[src/rtl/cordic_iter_ctrl.sv]
// Iterative CORDIC sequencer: one combinational rotation stage reused for ITERS cycles.
// Optional macro CORDIC_SIGNED_THETA_EN accepts signed angles over [-pi/2, pi/2].

module cordic_engine (
   input  logic [4:0]  i,
   input  logic [31:0] a_i,
   input  logic [31:0] x,
   input  logic [31:0] y,
   input  logic [31:0] w,
   input  logic [31:0] theta,
   output logic [31:0] x_n,
   output logic [31:0] y_n,
   output logic [31:0] w_n
);
   logic signed [31:0] x_sh_s;
   logic signed [31:0] y_sh_s;

   // One micro-rotation; rotate toward theta based on accumulated angle w.
   always_comb begin
      x_sh_s = $signed(x) >>> i;
      y_sh_s = $signed(y) >>> i;
      if ($signed(w) <= $signed(theta)) begin
         x_n = x - y_sh_s;
         y_n = y + x_sh_s;
         w_n = w + a_i;
      end else begin
         x_n = x + y_sh_s;
         y_n = y - x_sh_s;
         w_n = w - a_i;
      end
   end
endmodule

module cordic_iter_ctrl #(
   parameter int          ITERS  = 16,
   parameter logic [31:0] X_INIT = 32'h26DD3B6A
) (
   input  logic        clk,
   input  logic        rst_n,
   input  logic        in_valid,
   output logic        in_ready,
   input  logic [31:0] theta,
   output logic        out_valid,
   input  logic        out_ready,
   output logic [31:0] cos_o,
   output logic [31:0] sin_o,
   output logic        busy
);
   localparam logic [31:0] HALF_PI  = 32'h6487ED51;
   localparam logic [4:0]  LAST_CNT = 5'(ITERS - 1);

   generate
      if (ITERS < 4 || ITERS > 31) begin : g_bad_iters
         $error("cordic_iter_ctrl: ITERS must be within 4..31");
      end
   endgenerate

   typedef enum logic [1:0] {
      ST_IDLE = 2'b00,
      ST_RUN  = 2'b01,
      ST_DONE = 2'b10
   } state_t;

   // round(atan(2^-k) * 2^30); from k=10 on the value rounds to 2^(30-k)
   function automatic logic [31:0] atan_rom(input logic [4:0] k);
      case (k)
         5'd0:    atan_rom = 32'h3243F6A9;
         5'd1:    atan_rom = 32'h1DAC6705;
         5'd2:    atan_rom = 32'h0FADBAFD;
         5'd3:    atan_rom = 32'h07F56EA7;
         5'd4:    atan_rom = 32'h03FEAB77;
         5'd5:    atan_rom = 32'h01FFD55C;
         5'd6:    atan_rom = 32'h00FFFAAB;
         5'd7:    atan_rom = 32'h007FFF55;
         5'd8:    atan_rom = 32'h003FFFEB;
         5'd9:    atan_rom = 32'h001FFFFD;
         5'd10:   atan_rom = 32'h00100000;
         5'd11:   atan_rom = 32'h00080000;
         5'd12:   atan_rom = 32'h00040000;
         5'd13:   atan_rom = 32'h00020000;
         5'd14:   atan_rom = 32'h00010000;
         5'd15:   atan_rom = 32'h00008000;
         5'd16:   atan_rom = 32'h00004000;
         5'd17:   atan_rom = 32'h00002000;
         5'd18:   atan_rom = 32'h00001000;
         5'd19:   atan_rom = 32'h00000800;
         5'd20:   atan_rom = 32'h00000400;
         5'd21:   atan_rom = 32'h00000200;
         5'd22:   atan_rom = 32'h00000100;
         5'd23:   atan_rom = 32'h00000080;
         5'd24:   atan_rom = 32'h00000040;
         5'd25:   atan_rom = 32'h00000020;
         5'd26:   atan_rom = 32'h00000010;
         5'd27:   atan_rom = 32'h00000008;
         5'd28:   atan_rom = 32'h00000004;
         5'd29:   atan_rom = 32'h00000002;
         5'd30:   atan_rom = 32'h00000001;
         default: atan_rom = 32'h00000000;
      endcase
   endfunction

   function automatic logic [31:0] clamp_angle(input logic [31:0] a);
      if (a > HALF_PI) begin
         clamp_angle = HALF_PI;
      end else begin
         clamp_angle = a;
      end
   endfunction

   state_t      state_r, state_s;
   logic [31:0] x_r, y_r, w_r, theta_r;
   logic [31:0] x_s, y_s, w_s, theta_s;
   logic [4:0]  cnt_r, cnt_s;
   logic [31:0] cos_r, sin_r, cos_s, sin_s;
   logic        out_valid_r, out_valid_s;
   logic        in_ready_r, in_ready_s;
   logic        busy_r, busy_s;
   logic [31:0] eng_x_s, eng_y_s, eng_w_s;
`ifdef CORDIC_SIGNED_THETA_EN
   logic        neg_r, neg_s;
   logic [31:0] mag_s;
`endif

   cordic_engine u_engine (
      .i     (cnt_r),
      .a_i   (atan_rom(cnt_r)),
      .x     (x_r),
      .y     (y_r),
      .w     (w_r),
      .theta (theta_r),
      .x_n   (eng_x_s),
      .y_n   (eng_y_s),
      .w_n   (eng_w_s)
   );

   // Next-state and next-register values for the sequencer.
   always_comb begin
      state_s     = state_r;
      x_s         = x_r;
      y_s         = y_r;
      w_s         = w_r;
      theta_s     = theta_r;
      cnt_s       = cnt_r;
      cos_s       = cos_r;
      sin_s       = sin_r;
      out_valid_s = out_valid_r;
      in_ready_s  = 1'b0;
      busy_s      = 1'b0;
`ifdef CORDIC_SIGNED_THETA_EN
      neg_s = neg_r;
      if (theta[31]) begin
         mag_s = 32'd0 - theta;
      end else begin
         mag_s = theta;
      end
`endif
      case (state_r)
         ST_IDLE: begin
            if (in_valid && in_ready_r) begin
`ifdef CORDIC_SIGNED_THETA_EN
               theta_s = clamp_angle(mag_s);
               neg_s   = theta[31];
`else
               theta_s = clamp_angle(theta);
`endif
               x_s     = X_INIT;
               y_s     = 32'd0;
               w_s     = 32'd0;
               cnt_s   = 5'd0;
               state_s = ST_RUN;
            end else begin
               state_s = ST_IDLE;
            end
         end
         ST_RUN: begin
            x_s   = eng_x_s;
            y_s   = eng_y_s;
            w_s   = eng_w_s;
            cnt_s = cnt_r + 5'd1;
            if (cnt_r == LAST_CNT) begin
               cos_s = eng_x_s;
`ifdef CORDIC_SIGNED_THETA_EN
               if (neg_r) begin
                  sin_s = 32'd0 - eng_y_s;
               end else begin
                  sin_s = eng_y_s;
               end
`else
               sin_s = eng_y_s;
`endif
               out_valid_s = 1'b1;
               state_s     = ST_DONE;
            end else begin
               state_s = ST_RUN;
            end
         end
         ST_DONE: begin
            if (out_ready) begin
               out_valid_s = 1'b0;
               state_s     = ST_IDLE;
            end else begin
               state_s = ST_DONE;
            end
         end
         default: begin
            out_valid_s = 1'b0;
            state_s     = ST_IDLE;
         end
      endcase
      if (state_s == ST_IDLE) begin
         in_ready_s = 1'b1;
         busy_s     = 1'b0;
      end else begin
         in_ready_s = 1'b0;
         busy_s     = 1'b1;
      end
   end

   // State and datapath registers; a reset discards any in-flight rotation.
   always_ff @(posedge clk or negedge rst_n) begin
      if (!rst_n) begin
         state_r     <= ST_IDLE;
         x_r         <= 32'd0;
         y_r         <= 32'd0;
         w_r         <= 32'd0;
         theta_r     <= 32'd0;
         cnt_r       <= 5'd0;
         cos_r       <= 32'd0;
         sin_r       <= 32'd0;
         out_valid_r <= 1'b0;
         in_ready_r  <= 1'b1;
         busy_r      <= 1'b0;
`ifdef CORDIC_SIGNED_THETA_EN
         neg_r       <= 1'b0;
`endif
      end else begin
         state_r     <= state_s;
         x_r         <= x_s;
         y_r         <= y_s;
         w_r         <= w_s;
         theta_r     <= theta_s;
         cnt_r       <= cnt_s;
         cos_r       <= cos_s;
         sin_r       <= sin_s;
         out_valid_r <= out_valid_s;
         in_ready_r  <= in_ready_s;
         busy_r      <= busy_s;
`ifdef CORDIC_SIGNED_THETA_EN
         neg_r       <= neg_s;
`endif
      end
   end

   assign in_ready  = in_ready_r;
   assign busy      = busy_r;
   assign out_valid = out_valid_r;
   assign cos_o     = cos_r;
   assign sin_o     = sin_r;
endmodule

[config.mk]
export PLATFORM = sky130hd
export DESIGN_NAME = cordic_iter_ctrl
export DESIGN_NICKNAME = d
export VERILOG_FILES = /design/src/rtl/cordic_iter_ctrl.sv
export SDC_FILE = /design/constraint.sdc
export NUM_CORES = 1
export LEC_CHECK = 0
export CORE_AREA = 2 2 203 205
export DETAILED_ROUTE_END_ITERATION = 8
export DIE_AREA = 0 0 205 207
export PLACE_DENSITY = 0.71
export SYNTH_ARGS = -nofsm -noshare
export SYNTH_HDL_FRONTEND = slang
export SYNTH_SLANG_ARGS = --single-unit
[constraint.sdc]
create_clock -name clk -period 16.6 [get_ports clk]
set_input_delay 3.32 -clock clk [delete_from_list [all_inputs] [get_ports clk]]
set_output_delay 3.32 -clock clk [all_outputs]
set_load 0.05 [all_outputs]
# == Word level (Yosys, flattened, before mapping) ==
# Memories as Yosys holds them, arrays and structs flattened.
# Index checks and enable logic that the tools add are counted.
# word_totals
regBits,202
romBits,960
in_bits,36
out_inout_bits,67
wordCells,58
n_memories,1
# classes
n_addsub,7
order_cmp,2
eq_ne,6
shifts,2
mux,20
bitwise_logic,1
reduce_logical,8
# memory_table
memory,depth,word_bits,rd,rd_clocked_by_memory_dff,wr,line_no,rtl
(no name shown),32,30,1,0,0,66,case (k)
# ops
operator,count
32-bit two-way mux,6
32-bit one-hot mux with 2 select lines,3
32-bit adder,3
32-bit subtractor,3
32-bit by 5-bit >>> shifter with 32-bit output,2
"32-bit by 31-bit > comparator with 1-bit output, second input constant",1
32-bit <= comparator,1
5-bit one-hot mux with 2 select lines,1
"2-bit inequality test, second input constant",3
2-bit one-hot mux with 3 select lines,1
2-bit AND reduction,3
"5-bit by 1-bit adder with 5-bit output, second input constant",1
"5-bit by 4-bit == test with 1-bit output, second input constant",1
1-bit two-way mux,5
5-bit two-way mux,1
2-bit logical NOT,2
2-bit two-way mux,2
1-bit one-hot mux with 3 select lines,1
3-bit AND reduction,1
"2-bit by 1-bit == test with 1-bit output, second input constant",1
"2-bit == test, second input constant",1
2-bit nonzero test,1
1-bit logical AND,1
1-bit NOT,1

# == Longest topological paths before layout ==
# logic_depth
ltp_word,5
mapped_depth,29
mapped_depth_nobuf,25

# == Hierarchy ==
# From an unflattened synthesis, not the netlist that was laid out.
# unflattened
hier_cells,2436
hier_area_um2,20649.8
# modules_own_cells
mod,n_inst,cells_each,area_each_um2,seq_area_each_um2
cordic_engine,1,1552,11947.7,0.0
cordic_iter_ctrl,1,884,8702.1,5056.1

# == Worst setup path before layout ==
# No wires, ideal clock.
# synth_timing
path_kind,flip-flop to flip-flop
start,reg cnt_r[0]
end,reg w_r[31]
setup_time_ns,0.083
arrival_time_ns,5.880
required_ns,16.517
path_slack_ns,10.638
stages_incl_launch_ff,29
n_path_buf,4
period_less_slack_ns,5.962
path_cell_list,dfrtp_1 -> buf_4 -> inv_2 -> buf_1 -> clkbuf_1 -> ha_1 -> clkbuf_1 -> nor3_1 -> o21ai_0 -> o21ai_0 -> nor3_1 -> nand2_1 -> nor4_1 -> nor2b_1 -> inv_1 -> o21ai_0 -> xnor2_1 -> ha_1 -> and2_1 -> and3_1 -> a221oi_1 -> o21ai_0 -> o2bb2ai_1 -> a31o_2 -> a221oi_1 -> a21oi_1 -> xor2_1 -> or3_1 -> o21ai_0
# synth_via
elab_chain_len,4
word_cells_on_any_way,5
cone_classes,2 x add/sub; 2 x mux; 1 x memory
# synth_lines
element,line_no,rtl
"start, declared",113,"logic [4:0] cnt_r, cnt_s;"
"start signal, assigned",242,cnt_r <= cnt_s;
memory 32 x 30 bit *,-,
32-bit subtractor or 32-bit adder (tied branches),"29, 25",
32-bit two-way mux *,22,if ($signed(w) <= $signed(theta)) begin
32-bit one-hot mux with 2 select lines *,157,case (state_r)
"end signal, assigned",240,w_r <= w_s;
"end, declared",111,"logic [31:0] x_r, y_r, w_r, theta_r;"
# Mark *: on every way between the ends. The rest lies on a longest branch, timed or not.
# A chain may end at the register's enable or synchronous reset.

# == Final worst setup path ==
# layout_timing
start,reg cnt_r[2]
end,reg y_r[30]
# layout_via
elab_chain_len,4
word_cells_on_any_way,5
cone_classes,2 x add/sub; 1 x shift; 2 x mux
# layout_lines
element,line_no,rtl
32-bit by 5-bit >>> shifter with 32-bit output *,20,x_sh_s = $signed(x) >>> i;
32-bit subtractor or 32-bit adder (tied branches),"28, 24",
32-bit two-way mux *,22,
32-bit one-hot mux with 2 select lines *,157,
"end signal, assigned",239,y_r <= y_s;
"end, declared",111,
# Marks and branches as above.

==> impl_metrics.env <==
export IMPL_run_status="completed"
export IMPL_postCtsSetupBuffers=0
export IMPL_timing_hold_worst_path_depth=2
export IMPL_fin_ws_ns=8.863
export IMPL_path_delay_family="compound AO/OA/AOI/OAI gates"
export IMPL_postCtsResizedCells=0
export IMPL_tritoncts="done"
export IMPL_post_route_ant_nets=0
export IMPL_detail_route_drc_violations=0
export IMPL_initial_utilization=0.4922
export IMPL_register_area_share_after_synthesis=0.2545
export IMPL_clock_tree_root_cell="sky130_fd_sc_hd__clkbuf_16"
export IMPL_finalSetupTns_ns=0
export IMPL_mappedNetlistArea_mm2=0.01987
export IMPL_num_antenna_cells=0
export IMPL_max_stage_delay_ns=0.99
export IMPL_crit_path_cell_trace="buf_4, mux4_2, mux2i_1, nor2_1, a211oi_1, ha_1, inv_1, or3_1, or2_1, nor3_1, a21oi_1, xor2_1, ha_1, nand4_1, nor2_1, and3_1, a32o_1, a21o_1, o41ai_1, o21ai_0, a211o_1, a31oi_1, xor2_1, o22ai_1"
export IMPL_nets=2540
export IMPL_fin_worst_skew_ns=0.01809
export IMPL_dp_hpwl_um=48000
export IMPL_hold_start="cos_o[8]"
export IMPL_layout_drive_gt1_share=0.08477
export IMPL_fp_dieArea_mm2=0.04244
export IMPL_drt_pass1_iter_count=6
export IMPL_critical_path_reg2reg_endpoint="y_r[30]"
export IMPL_routed_via_count=18380
export IMPL_syn2layout_area_growth_pct=10.59
export IMPL_placement_io_buffers=102
export IMPL_antenna_found_initial=0
export IMPL_fin_worst_hold_slack_ns=0.4800
export IMPL_insertion_delay_ns=0.55
export IMPL_wl_per_cell_um=22.23
export IMPL_setup_reg_to_reg_worst_slack_ns=8.86
export IMPL_chipHeight_um=207
export IMPL_max_freq_mhz=129.3
export IMPL_crit_arrival_ns=8.13
export IMPL_worst_slew_pin_slew_ns=1.307
export IMPL_synth_edf_count=0
export IMPL_post_place_ws_ns=9.009
export IMPL_number_of_hold_slack_violations_in_the_final_timing_report=0
export IMPL_crit_required_ns=16.99
export IMPL_worst_setup_hold_path_clk_slew_ns=0.07
export IMPL_worst_path_stages=24
export IMPL_timing_worst_setup_path_type="register to register"
export IMPL_grt_pass1_wl_um=101600
export IMPL_vias_per_cell=6.330
export IMPL_setup_viol_count_final=0
export IMPL_max_cap_violations=0
export IMPL_synthArstFlopShare=1.000
export IMPL_final_min_clock_period_ns=7.737
export IMPL_clock_sinks=202
export IMPL_timing_critical_path_slowest_stage_cell="sky130_fd_sc_hd__dfrtp_2"
export IMPL_postRouteWirelength_um=64540
export IMPL_floorplan_io_pins=103
export IMPL_placeableCoreArea_mm2=0.04037
export IMPL_postLayoutCoreUtil=0.5444
export IMPL_worst_setup_path_endpoint="y_r[30]"
export IMPL_rsz0062_at_grt="no"
export IMPL_finalWeightedCongestion=1.018
export IMPL_crit_path_start_kind="register"
export IMPL_maximum_number_of_pins_on_one_net_before_global_route_repair=97
export IMPL_ctsLongestPathBuffers=3
export IMPL_fin_crit_sh=0.4661
export IMPL_synthCells=2339
export IMPL_timing_max_slew_rel_slack=0.1253
export IMPL_ys_ff_latch=202
export IMPL_worst_r2r_startpoint="cnt_r[2]"
export IMPL_synthDistinctLibCells=101
export IMPL_worstPathBufferInverterCount=2
export IMPL_grt_pass1_vias=17970
export IMPL_critical_path_peak_fanout=49
export IMPL_tritoncts_buffers=24
export IMPL_ctsHtreeMaxLevel=1
export IMPL_critPathCaptureType="register"
export IMPL_syn_area_per_cell_um2=8.495
export IMPL_r2r_worst_path_cells=24
export IMPL_yosysWarnings=0
export IMPL_drt_initial_drc_count=1578
export IMPL_report_final_slew_viol_count=0
export IMPL_cts_hold_repair_buffers=0
export IMPL_crit_path_start="cnt_r[2]"
export IMPL_postSynthNetCount=2525
export IMPL_yosys_most_used_dff="sky130_fd_sc_hd__dfrtp_1"
export IMPL_die_w_um=205
export IMPL_row_count=74
export IMPL_hold_class="register to register"
export IMPL_gr_usage_all_layers=0.3014
export IMPL_overflow=0
==> area by class of cell <==
cell class | instances | area, um^2
clock inverter | 9 | 152.6
multi-input combinational | 1912 | 13860
clock buffer | 34 | 699.4
sequential | 202 | 5067
timing repair buffer | 125 | 1197
inverter | 89 | 334.1
tap | 532 | 665.6
fill | 3769 | 18390
==> cells in the mapped netlist (all sizes together), types with 35 or more instances <==
cell      n  area share
xnor2    96       0.042
dfrtp   201        0.25
nand2   252       0.048
nor2    169       0.032
mux2i    35       0.018
a21oi   151       0.038
mux4     75       0.088
xor2     79       0.035
ha      147       0.093
clkbuf   81       0.015
a21o     56       0.021
buf      55       0.018
inv      89       0.017
o21ai   306       0.077
nand3    95       0.024
==> cell families after synthesis <==
group                    count (synthesis)  share of synthesized area
buffers and inverters                  225                    0.04975
XOR/XNOR                               177                    0.07940
adder cells (fa/ha/maj)                150                    0.09559
AND/OR/NAND/NOR                        701                     0.1661
multiplexers                           138                     0.1213
AO/OA/AOI/OAI                          746                     0.2334
flip-flops                             202                     0.2545
==> cell usage in the layout (no fill, tap or decap), drive strengths merged, types with 7 or more instances in the layout <==
master / Yosys / routed
nand4: 18 / 18
nor3: 31 / 31
a31oi: 12 / 12
o211ai: 14 / 14
clkdlybuf4s50: 0 / 101
o21ai: 306 / 306
or2: 13 / 13
inv: 89 / 90
nand2: 252 / 252
xnor2: 96 / 96
a22o: 8 / 8
a211oi: 24 / 24
ha: 147 / 147
mux2: 28 / 28
mux2i: 35 / 35
nor2: 169 / 169
mux4: 75 / 75
nand3: 95 / 95
dfrtp: 201 / 201
or3: 13 / 13
clkbuf: 81 / 35
and3: 11 / 11
nor4: 7 / 7
and2: 9 / 9
a221oi: 17 / 17
nand2b: 29 / 29
a21o: 56 / 56
o31ai: 14 / 14
o22ai: 14 / 14
a22oi: 15 / 15
o21a: 14 / 14
nor2b: 24 / 24
o21bai: 18 / 18
xor2: 79 / 79
a21oi: 151 / 151
buf: 55 / 23
==> flip-flops by register name (all words and copies together), names as in the netlist <==
signal,flops
cnt_r,5
state_r,2
x_r,32
sin_o,32
busy,1
y_r,32
cos_o,32
out_valid,1
w_r,32
in_ready,1
theta_r,32
==> per-layer routing <==
metal / up-vias / GRT usage / share of wire
li1: 8642 / - / -
met1: 8848 / 0.3923 / 0.42
met2: 732 / 0.4986 / 0.47
met3: 154 / 0.04028 / 0.066
met4: 0 / 0.1352 / 0.047
met5: - / 0 / 0
==> per-stage QoR <==
step | area (um^2) | std cells
after floorplan | 19870 | 2339
after global routing | 21970 | 2903
after global placement | 21120 | 2860
final | 21970 | 2903
after detailed placement | 21120 | 2860
after CTS | 21970 | 2903
==> worst min-delay path by stage <==
stage	to	slack, ns
6_report	cos_o[8]	0.48
5_1_grt	cos_o[9]	0.51
4_1_cts	sin_o[20]	0.48
3_5_place_dp	cos_o[8]	0.47
3_3_place_gp	cos_o[11]	0.47
2_1_floorplan	theta_r[31]	0.46
==> worst register-to-register path, stage by stage (launching register included) <==
cell	delay (ns)
sky130_fd_sc_hd__dfrtp_2	0.99
sky130_fd_sc_hd__buf_4	0.66
sky130_fd_sc_hd__mux4_2	0.65
sky130_fd_sc_hd__mux2i_1	0.28
sky130_fd_sc_hd__nor2_1	0.08
sky130_fd_sc_hd__a211oi_1	0.38
sky130_fd_sc_hd__ha_1	0.28
sky130_fd_sc_hd__inv_1	0.06
sky130_fd_sc_hd__or3_1	0.44
sky130_fd_sc_hd__or2_1	0.29
sky130_fd_sc_hd__nor3_1	0.26
sky130_fd_sc_hd__a21oi_1	0.13
sky130_fd_sc_hd__xor2_1	0.19
sky130_fd_sc_hd__ha_1	0.33
sky130_fd_sc_hd__nand4_1	0.13
sky130_fd_sc_hd__nor2_1	0.07
sky130_fd_sc_hd__and3_1	0.19
sky130_fd_sc_hd__a32o_1	0.20
sky130_fd_sc_hd__a21o_1	0.17
sky130_fd_sc_hd__o41ai_1	0.60
sky130_fd_sc_hd__o21ai_0	0.36
sky130_fd_sc_hd__a211o_1	0.34
sky130_fd_sc_hd__a31oi_1	0.21
sky130_fd_sc_hd__xor2_1	0.21
sky130_fd_sc_hd__o22ai_1	0.11
Power is not shown: default switching activity piles up to over one toggle a cycle in this logic, so the estimate is an artifact.
